<file path="config.mk">
export PLATFORM = sky130hd
export DESIGN_NAME = audio_dac_stream
export DESIGN_NICKNAME = d
export VERILOG_FILES = /design/src/rtl/audio_dac_stream.sv
export SDC_FILE = /design/constraint.sdc
export NUM_CORES = 1
export LEC_CHECK = 0
export CORE_ASPECT_RATIO = 1.25
export CORE_MARGIN = 4
export CORE_UTILIZATION = 45
export CTS_CLUSTER_SIZE = 40
export DETAILED_ROUTE_END_ITERATION = 7
export PLACE_DENSITY = 0.72
export SETUP_SLACK_MARGIN = 0.4
export SYNTH_ARGS = -nofsm -noshare
export SYNTH_HDL_FRONTEND = slang
export SYNTH_SLANG_ARGS = --single-unit
</file>
<file path="constraint.sdc">
create_clock -name CLOCK_50 -period 9.7 [get_ports CLOCK_50]
set_input_delay 1.94 -clock CLOCK_50 [delete_from_list [all_inputs] [get_ports CLOCK_50]]
set_output_delay 1.94 -clock CLOCK_50 [all_outputs]
set_load 0.05 [all_outputs]
</file>
<file path="src/rtl/audio_dac_stream.sv">
// audio_dac_stream: FIFO-buffered stereo serialiser for a codec-mastered I2S / left-justified DAC link.
// One pair is fetched per frame at the left slot start; bits shift out on synchronised BCLK falling edges.
module audio_dac_stream #(
    parameter int SAMPLE_WIDTH = 24,
    parameter int SLOT_WIDTH   = 32,
    parameter int FIFO_DEPTH   = 8,
    parameter int I2S_MODE     = 1
) (
    input  logic                        CLOCK_50,
    input  logic                        reset_n,
    input  logic                        clear_audio_out_memory,
    input  logic [SAMPLE_WIDTH-1:0]     left_channel_audio_out,
    input  logic [SAMPLE_WIDTH-1:0]     right_channel_audio_out,
    input  logic                        write_audio_out,
    output logic                        audio_out_allowed,
    output logic [$clog2(FIFO_DEPTH):0] fifo_level,
    output logic                        underflow,
    output logic                        overflow,
    input  logic                        AUD_BCLK,
    input  logic                        AUD_DACLRCK,
    output logic                        AUD_DACDAT
);
    localparam int AW = $clog2(FIFO_DEPTH);
    localparam int CW = $clog2(SLOT_WIDTH + 1);
    localparam int DW = 2 * SAMPLE_WIDTH;

    logic [1:0]              r_bclk_s, r_lrck_s;
    logic                    r_bclk_d, r_bfall, r_lrck_last, r_dacdat;
    logic [CW-1:0]           r_cnt;
    logic [DW-1:0]           r_mem [FIFO_DEPTH];
    logic [AW-1:0]           r_wp, r_rp;
    logic [AW:0]             r_level;
    logic [SAMPLE_WIDTH-1:0] r_hold_l, r_hold_r;
    logic                    r_underflow, r_overflow;

    logic                    w_lrck, w_start, w_empty, w_full, w_pop, w_mute, w_push, w_in;
    logic [CW-1:0]           w_k, w_off;
    logic [DW-1:0]           w_head;
    logic [SAMPLE_WIDTH-1:0] w_cur_l, w_cur_r, w_word, w_sh;

    always_comb begin
        w_lrck  = r_lrck_s[1];
        w_start = r_bfall & (w_lrck != r_lrck_last);
        w_empty = r_level == '0;
        w_full  = r_level == (AW+1)'(FIFO_DEPTH);
        w_pop   = w_start & ~w_lrck & ~w_empty & ~clear_audio_out_memory;
        w_mute  = w_start & ~w_lrck & w_empty;
        w_push  = write_audio_out & (~w_full | w_pop) & ~clear_audio_out_memory;
        w_head  = r_mem[r_rp];
        // a left slot start serialises the pair being popped, not the stale holding register
        w_cur_l = clear_audio_out_memory ? '0 : w_pop ? w_head[DW-1:SAMPLE_WIDTH] : w_mute ? '0 : r_hold_l;
        w_cur_r = clear_audio_out_memory ? '0 : r_hold_r;
        w_word  = w_lrck ? w_cur_r : w_cur_l;
        w_k     = w_start ? '0 : r_cnt;
        // k below the I2S delay wraps w_off past SAMPLE_WIDTH, so one compare covers both bounds
        w_off   = w_k - CW'(I2S_MODE);
        w_in    = w_off < CW'(SAMPLE_WIDTH);
        w_sh    = w_word << w_off;
    end

    always_ff @(posedge CLOCK_50 or negedge reset_n) begin
        if (!reset_n) begin
            r_bclk_s <= '0;
            r_lrck_s <= '0;
            r_bclk_d <= 1'b0;
            r_bfall  <= 1'b0;
        end else begin
            r_bclk_s <= {r_bclk_s[0], AUD_BCLK};
            r_lrck_s <= {r_lrck_s[0], AUD_DACLRCK};
            r_bclk_d <= r_bclk_s[1];
            r_bfall  <= r_bclk_d & ~r_bclk_s[1];
        end
    end

    always_ff @(posedge CLOCK_50 or negedge reset_n) begin
        if (!reset_n) begin
            r_lrck_last <= 1'b0;
            r_cnt       <= '0;
            r_dacdat    <= 1'b0;
        end else if (r_bfall) begin
            if (w_start) begin
                r_lrck_last <= w_lrck;
                r_cnt       <= CW'(1);
            end else begin
                r_cnt <= (r_cnt == CW'(SLOT_WIDTH)) ? r_cnt : r_cnt + CW'(1);
            end
            r_dacdat <= w_in & w_sh[SAMPLE_WIDTH-1];
        end
    end

    always_ff @(posedge CLOCK_50) begin
        if (w_push)
            r_mem[r_wp] <= {left_channel_audio_out, right_channel_audio_out};
    end

    always_ff @(posedge CLOCK_50 or negedge reset_n) begin
        if (!reset_n) begin
            r_wp        <= '0;
            r_rp        <= '0;
            r_level     <= '0;
            r_hold_l    <= '0;
            r_hold_r    <= '0;
            r_underflow <= 1'b0;
            r_overflow  <= 1'b0;
        end else if (clear_audio_out_memory) begin
            r_wp        <= '0;
            r_rp        <= '0;
            r_level     <= '0;
            r_hold_l    <= '0;
            r_hold_r    <= '0;
            r_underflow <= 1'b0;
            r_overflow  <= 1'b0;
        end else begin
            if (w_push)
                r_wp <= r_wp + AW'(1);
            if (w_pop) begin
                r_rp     <= r_rp + AW'(1);
                r_hold_l <= w_head[DW-1:SAMPLE_WIDTH];
                r_hold_r <= w_head[SAMPLE_WIDTH-1:0];
            end else if (w_mute) begin
                r_hold_l    <= '0;
                r_hold_r    <= '0;
                r_underflow <= 1'b1;
            end
            if (write_audio_out & w_full & ~w_pop)
                r_overflow <= 1'b1;
            r_level <= r_level + (AW+1)'(w_push) - (AW+1)'(w_pop);
        end
    end

    assign audio_out_allowed = ~w_full;
    assign fifo_level        = r_level;
    assign underflow         = r_underflow;
    assign overflow          = r_overflow;
    assign AUD_DACDAT        = r_dacdat;
endmodule
</file>
==> metrics.log, run 1 <==
[metrics] Die Span Y: roughly 230 µm
[metrics] CP max FO: 35
[metrics] vias in the first global route: slightly above 9000
[metrics] number of ports placed on the die boundary: 62
[metrics] number of vias in the routed layout: 9115
[metrics] maximum number of pins on one net before global-route repair: 75
[metrics] clock sink total: between 400 and 500
[metrics] fraction of post-synthesis cell area in the top cell type by area: between 60 and 70%
[metrics] Root Driver: sky130_fd_sc_hd__clkbuf_16
[metrics] # Post-CTS Setup Buffers: 0
[metrics] Via-to-Cell Ratio: about 5.6
[metrics] Post-synth EDFFs: approximately 380
[metrics] proportion of power drawn by combinational gates: 9.8%
[metrics] CP Class: in -> reg
[metrics] fin crit period: between 4000 and 5000 ps
[metrics] fraction of final layout cells with drive strength greater than 1: 18.43%
[metrics] Tot GR Track Use: 16.44%
[metrics] part of the total power dissipated in sequential elements: between 50% and 60%
[metrics] hold_buf cts: 0
[metrics] number of gates resized after CTS: 0
[metrics] category of the worst setup path launch point: primary input
[metrics] switching power share of the total: ~23%
[metrics] global-route wire length before repair: 55.67 mm
[metrics] async set-reset flop share out of synthesis: around 16%
[metrics] Worst Path Arrival: between 4000 and 5000 ps
[metrics] Fmax achieved: ~210 MHz
[metrics] number of nets produced by synthesis: ~1100
[metrics] Final setup viols: 0
[metrics] class of the worst hold path: reg -> reg
[metrics] Seq cells post-synth: around 460
[metrics] number of iterations in the first detailed-routing pass: 5
[metrics] Die Outline Area: 43920 µm²
[metrics] buffer levels on the longest clock path: 3
[metrics] worst vdd ir: about 0.12 mV
[metrics] clock skew: 18.40 ps
[metrics] Area contributors post-synth: sky130_fd_sc_hd__edfxtp_1, sky130_fd_sc_hd__mux4_2, sky130_fd_sc_hd__dfrtp_1, sky130_fd_sc_hd__mux2i_1, sky130_fd_sc_hd__nand2_1
[metrics] required time at the worst-slack endpoint: 9870 ps
[metrics] final slew viol count: 0
[metrics] number of standard cells after synthesis: between 900 and 1000
[metrics] period utilisation layout: 49.14%
[metrics] number of hold violations in the final report: 0
[metrics] total leakage power: approximately 6.7 nW
[metrics] most frequent cell after synthesis: sky130_fd_sc_hd__edfxtp_1
[metrics] count of distinct cell types in the synthesized netlist: 64
[metrics] per-instance average area after synthesis: about 19 µm²
[metrics] TritonCTS clock tree: yes
[metrics] power consumption: ~4.3 mW
[metrics] Remaining Overflow, GRT: 0
[metrics] detailed-route wire length: around 36 mm
[metrics] Setup TNS: 0 ps
[metrics] number of antenna violations at the first check in global routing: 0
[metrics] Reg clk slew, reported paths: ~60 ps
[metrics] ant diodes: 0
[metrics] area grow syn2layout: 13.69%
[metrics] Ys Warns: 0
[metrics] pwr dens: slightly above 200 nW/µm²
[metrics] Layout Cells excl Fill: approximately 1600
[metrics] post-synthesis instance area: 18270 µm²
[metrics] count of maximum capacitance violations: 0
[metrics] status: completed
[metrics] initial core utilization: 45.55%
[metrics] # DRC: 0
[metrics] number of I/O port buffers: 61
[metrics] setup repair after global routing missed its margin: no
[metrics] Int Power: ~3.3 mW
[metrics] nets@finish: 1116
[metrics] Routed WL per cell: 21.97 µm
[metrics] final estimated routing congestion in global placement: 0.9029
[metrics] net switching component of the power: 0.9887 mW
[metrics] violation count after the first detailed-route iteration: ~800
[metrics] Post-synth top flop: sky130_fd_sc_hd__edfxtp_1
[metrics] critical path endpoint category: register
[metrics] Core Area: about 40000 µm²
[metrics] Max-Slew Margin vs Limit: ~28%
[metrics] final instance area: around 21000 µm²
[metrics] sequential cell area fraction in the yosys report: 73.24%
[metrics] worst slew pin tran: 1087 ps
[metrics] CTS HTree Levels: 2
[metrics] cell total after placement: between 1500 and 2000
[metrics] ranking of synthesized cells by instance count: sky130_fd_sc_hd__edfxtp_1, sky130_fd_sc_hd__mux4_2, sky130_fd_sc_hd__dfrtp_1
[metrics] Inserted Clock Buffers: 43
[metrics] post-route antenna net violation count: 0
[metrics] Clock Latency Late Sink: 550 ps
[metrics] detailed placer's ending HPWL: between 20 and 25 mm
[metrics] Site Rows: between 80 and 90
[metrics] most area-hungry cell type in the Yosys netlist: sky130_fd_sc_hd__edfxtp_1
[metrics] Horiz. Die Dim: 188.2 µm
[metrics] DP Area: roughly 19000 µm²
[metrics] share of power burned in the clock network: a little under two fifths
[metrics] utilization after layout: 51.79%
-- power groups by stage --
stage	clock network [mW]	registers (mW)	logic, mW
2_1_floorplan	0	2.29	0.266
3_3_place_gp	0	2.29	0.412
3_5_place_dp	0	2.30	0.420
4_1_cts	1.63	2.26	0.421
5_1_grt	1.71	2.26	0.453
6_report	1.59	2.26	0.416
-- through the flow --
step,hold WS (ps),setup WS [ps]
6_report,348.0,4934
5_1_grt,353.2,4708
4_1_cts,350.2,4931
3_5_place_dp,336.2,4376
3_3_place_gp,335.0,4437
2_1_floorplan,331.2,2856
-- worst max-delay path, stage by stage --
cell and delay (ps):
sky130_fd_sc_hd__clkdlybuf4s50_1 410, sky130_fd_sc_hd__buf_4 260, sky130_fd_sc_hd__inv_1 230, sky130_fd_sc_hd__nand3_1 120, sky130_fd_sc_hd__inv_1 130, sky130_fd_sc_hd__o21ai_1 170
sky130_fd_sc_hd__nor2_1 160, sky130_fd_sc_hd__nand2_1 230, sky130_fd_sc_hd__nor2_4 680, sky130_fd_sc_hd__buf_4 560
-- routing by layer --
metal | track usage (%) | vias to the layer above | routed length (µm)
li1 | - | 4064 | -
met1 | 22.35 | 4765 | 15090
met2 | 27.98 | 235 | 18330
met3 | 2.197 | 51 | 1578
met4 | 5.025 | 0 | 837
met5 | 0 | - | 0
-- state kept, by name (all words and copies together) (netlist names) --
register     cells
AUD_DACDAT       1
fifo_level       4
overflow         1
r_bclk_d         1
r_bclk_s         2
r_bfall          1
r_cnt            6
r_hold_l        24
r_hold_r        24
r_lrck_last      1
r_lrck_s         2
r_mem          384
r_rp             3
r_wp             3
underflow        1
-- worst paths after layout --
check | start | end | slack, ps | cells past startpoint
max reg2reg | r_cnt[0] | AUD_DACDAT | 6050 | 11
min | r_lrck_s[0] | r_lrck_s[1] | 350 | 0
max in group asynchronous | reset_n | r_rp[1] | 7430 | 1
min reg2reg | r_lrck_s[0] | r_lrck_s[1] | 350 | 0
min in group asynchronous | reset_n | r_hold_r[4] | 1550 | 1
max | clear_audio_out_memory | r_mem[3][40] | 4930 | 10
-- area by class of cell --
class,instances,area (µm²)
clock inverter,15,121.4
sequential,458,13390
inverter,16,60.06
fill,3144,19340
timing repair buffer,76,720.7
multi-input combinational,455,4579
clock buffer,65,1220
tap,546,683.2
-- logic make-up after synthesis --
family	count (synthesis)	synth area share [%]
DFF	458	73.24
and+or+nand+nor	154	3.759
muxes	149	14.88
AOI/OAI and AO/OA	129	4.690
buffers and inverters	72	2.006
adders and majority gates	12	0.8627
xor gates and xnor gates	11	0.5683
-- placed cells by master, fill, tap and decap left out, types with 17 or more instances in the layout --
master and count:
sky130_fd_sc_hd__clkbuf_16 44, sky130_fd_sc_hd__mux4_2 93, sky130_fd_sc_hd__mux2i_1 41, sky130_fd_sc_hd__dfrtp_1 71, sky130_fd_sc_hd__edfxtp_1 384, sky130_fd_sc_hd__nand2_1 66
sky130_fd_sc_hd__clkdlybuf4s50_1 60, sky130_fd_sc_hd__nor2_1 37, sky130_fd_sc_hd__a21oi_1 18, sky130_fd_sc_hd__clkbuf_1 17, sky130_fd_sc_hd__o21ai_0 43
Power figures use the tool's default switching activity.
==> inputs of run 2 (changes only) <==
--- a/config.mk
+++ b/config.mk
@@ -10,7 +10,7 @@
 export CORE_UTILIZATION = 45
 export CTS_CLUSTER_SIZE = 40
 export DETAILED_ROUTE_END_ITERATION = 7
-export PLACE_DENSITY = 0.72
+export PLACE_DENSITY = 0.74
 export SETUP_SLACK_MARGIN = 0.4
 export SYNTH_ARGS = -nofsm -noshare
 export SYNTH_HDL_FRONTEND = slang
==> constraint.sdc (replaced) <==
create_clock -name CLOCK_50 -period 3.82 [get_ports CLOCK_50]
set_input_delay 0.764 -clock CLOCK_50 [delete_from_list [all_inputs] [get_ports CLOCK_50]]
set_output_delay 0.764 -clock CLOCK_50 [all_outputs]
set_load 0.05 [all_outputs]
==> run 2 against run 1 <==
Effect of this change:
- first-iteration DRC count grew 20%
- flip-flop and latch count is the same
- routed wire length grew 4.4%
- critical path depth grew 1
- clock power grew to 2.5 times the previous value
- global-route usage grew 0.64 points
- non-clock buffer count grew 16
- critical path type is now reg -> reg
- die area is the same
- count of clock-buffer cells in the layout shrank 10
- sequential share of layout area shrank 0.58 points
==> metrics.log, run 2 (synthesis gave the netlist of run 1 again) <==
[metrics] Root Driver: sky130_fd_sc_hd__clkbuf_16
[metrics] Clock Latency Late Sink: 540 ps (about the same)
[metrics] TritonCTS clock tree: yes
[metrics] Core Area: 40120 µm² (unchanged)
[metrics] detailed-route wire length: 37.42 mm (+4.4%)
[metrics] Tot GR Track Use: 17.08% (+0.64 points)
[metrics] cell total after placement: 1567 (+1.0%)
[metrics] final slew viol count: 0 (unchanged)
[metrics] critical path endpoint category: register
[metrics] leading cell type in the layout, fill and taps excluded: sky130_fd_sc_hd__edfxtp_1
[metrics] vias in the first global route: 9476 (+2.1%)
[metrics] utilization after layout: 52.27% (+0.48 points)
[metrics] initial core utilization: 45.55% (unchanged)
[metrics] CTS HTree Levels: 2 (unchanged)
[metrics] Max-Slew Margin vs Limit: 37.01% (+9.5 points)
[metrics] Site Rows: 82 (unchanged)
[metrics] ant diodes: 0 (unchanged)
[metrics] violation count after the first detailed-route iteration: 958 (+20%)
[metrics] Die Outline Area: 43920 µm² (unchanged)
[metrics] Worst Path Arrival: 3610 ps (-1330 ps)
[metrics] # Post-CTS Setup Buffers: 0 (unchanged)
[metrics] number of iterations in the first detailed-routing pass: 5 (unchanged)
[metrics] total leakage power: 6.786 nW (+1.1%)
[metrics] count of maximum capacitance violations: 0 (unchanged)
[metrics] Final setup viols: 0 (unchanged)
[metrics] Inserted Clock Buffers: 41 (-4.7%)
[metrics] registers with the most flip-flops: r_mem x384, r_hold_l x24, r_hold_r x24
[metrics] post-route antenna net violation count: 0 (unchanged)
[metrics] clock sink total: 458 (unchanged)
[metrics] Biggest register: r_mem
[metrics] Routed WL per cell: 22.80 µm (+3.8%)
[metrics] clock skew: 14.69 ps (-3.709 ps)
[metrics] number of I/O port buffers: 61 (unchanged)
[metrics] top library cells by usage in the layout, fill and taps aside: sky130_fd_sc_hd__edfxtp_1, sky130_fd_sc_hd__mux4_2, sky130_fd_sc_hd__dfrtp_1, sky130_fd_sc_hd__nand2_1, sky130_fd_sc_hd__clkdlybuf4s50_1
[metrics] number of antenna violations at the first check in global routing: 0 (unchanged)
[metrics] maximum number of pins on one net before global-route repair: 75 (unchanged)
[metrics] final estimated routing congestion in global placement: 0.9185 (+1.7%)
[metrics] buffer levels on the longest clock path: 3 (unchanged)
[metrics] number of hold violations in the final report: 0 (unchanged)
[metrics] number of vias in the routed layout: 9200 (+0.93%)
[metrics] area grow syn2layout: 14.76%
[metrics] fin crit period: roughly 3100 ps
[metrics] max FFs per register: 384 (unchanged)
[metrics] Setup TNS: 0 ps (unchanged)
[metrics] detailed placer's ending HPWL: 22.55 mm (+11%)
[metrics] Reg clk slew, reported paths: 70 ps (about the same)
[metrics] CP max FO: 12 (-66%)
[metrics] # DRC: 0 (unchanged)
[metrics] fraction of final layout cells with drive strength greater than 1: 20.09% (+1.7 points)
[metrics] number of gates resized after CTS: 0 (unchanged)
[metrics] required time at the worst-slack endpoint: 4280 ps (-5590 ps)
[metrics] Die Span Y: 233.3 µm (unchanged)
[metrics] category of the worst setup path launch point: register
[metrics] pwr dens: 517.8 nW/µm² (+150%)
[metrics] Horiz. Die Dim: 188.2 µm (unchanged)
[metrics] worst slew pin tran: 944.9 ps (-142.2 ps)
[metrics] period utilisation layout: 82.45%
[metrics] Via-to-Cell Ratio: 5.606 (+0.32%)
[metrics] Fmax achieved: ~320 MHz
[metrics] class of the worst hold path: reg -> reg
[metrics] CP Class: reg -> reg
[metrics] hold_buf cts: 0 (unchanged)
[metrics] worst vdd ir: 0.2770 mV (+140%)
[metrics] status: completed
[metrics] number of ports placed on the die boundary: 62 (unchanged)
[metrics] global-route wire length before repair: 57.57 mm (+3.4%)
[metrics] nets@finish: 1130 (+1.3%)
[metrics] Layout Cells excl Fill: 1641 (+0.61%)
[metrics] setup repair after global routing missed its margin: no
[metrics] Remaining Overflow, GRT: 0 (unchanged)
[run 2: routing by layer]
layer	vias up	track usage (%)	share of wire (%)
li1	4086	-	-
met1	4790	22.66	41
met2	254	29.16	51
met3	70	2.706	4.6
met4	0	5.622	3.1
met5	-	0	0
[run 2: power by group]
part | internal (mW) | switching (mW)
sequential | 5.61 | 0.116
clock | 2.32 | 1.72
combinational | 0.437 | 0.656
total | 8.36 | 2.50
[run 2: worst max-delay path, stage by stage (launching register included)]
cell,delay [ps]
sky130_fd_sc_hd__dfrtp_1,600
sky130_fd_sc_hd__xor2_2,340
sky130_fd_sc_hd__nand2_1,280
sky130_fd_sc_hd__nand2_1,140
sky130_fd_sc_hd__ha_1,380
sky130_fd_sc_hd__nand2b_1,130
sky130_fd_sc_hd__o32a_1,320
sky130_fd_sc_hd__nor3_1,230
sky130_fd_sc_hd__a21boi_0,210
sky130_fd_sc_hd__o221a_2,210
sky130_fd_sc_hd__o41ai_2,70
sky130_fd_sc_hd__a32oi_1,150
[run 2: path summary, 6_finish.rpt]
path,cells past startpoint,startpoint,slack [ps],to
setup reg to reg,11,r_lrck_s[1],670,AUD_DACDAT
hold reg to reg,0,r_lrck_s[0],350,r_lrck_s[1]
hold / removal,0,r_lrck_s[0],350,r_lrck_s[1]
max in group asynchronous,1,reset_n,2740,r_rp[1]
min in group asynchronous,1,reset_n,370,r_hold_r[10]
setup / recovery,11,r_lrck_s[1],670,AUD_DACDAT
[run 2: area by class of cell]
type                       instances  area [µm²]
timing repair buffer              92       915.9
multi-input combinational        455        4603
inverter                          16       60.06
sequential                       458       13390
clock buffer                      55        1109
fill                            3123       19150
clock inverter                    19       205.2
tap                              546       683.2
[run 2: stage by stage]
step                hold slack, ps  instance area, µm²  power (mW)  setup slack [ps]
global route                 358.8               20970       11.26             464.0
finish                       353.1               20970       10.86             670.5
detailed placement           338.0               19660       6.929             447.4
CTS                          353.1               20970       10.95             707.7
floorplan                    331.2               18330       6.507             376.3
global placement             338.5               19660       6.908             459.2
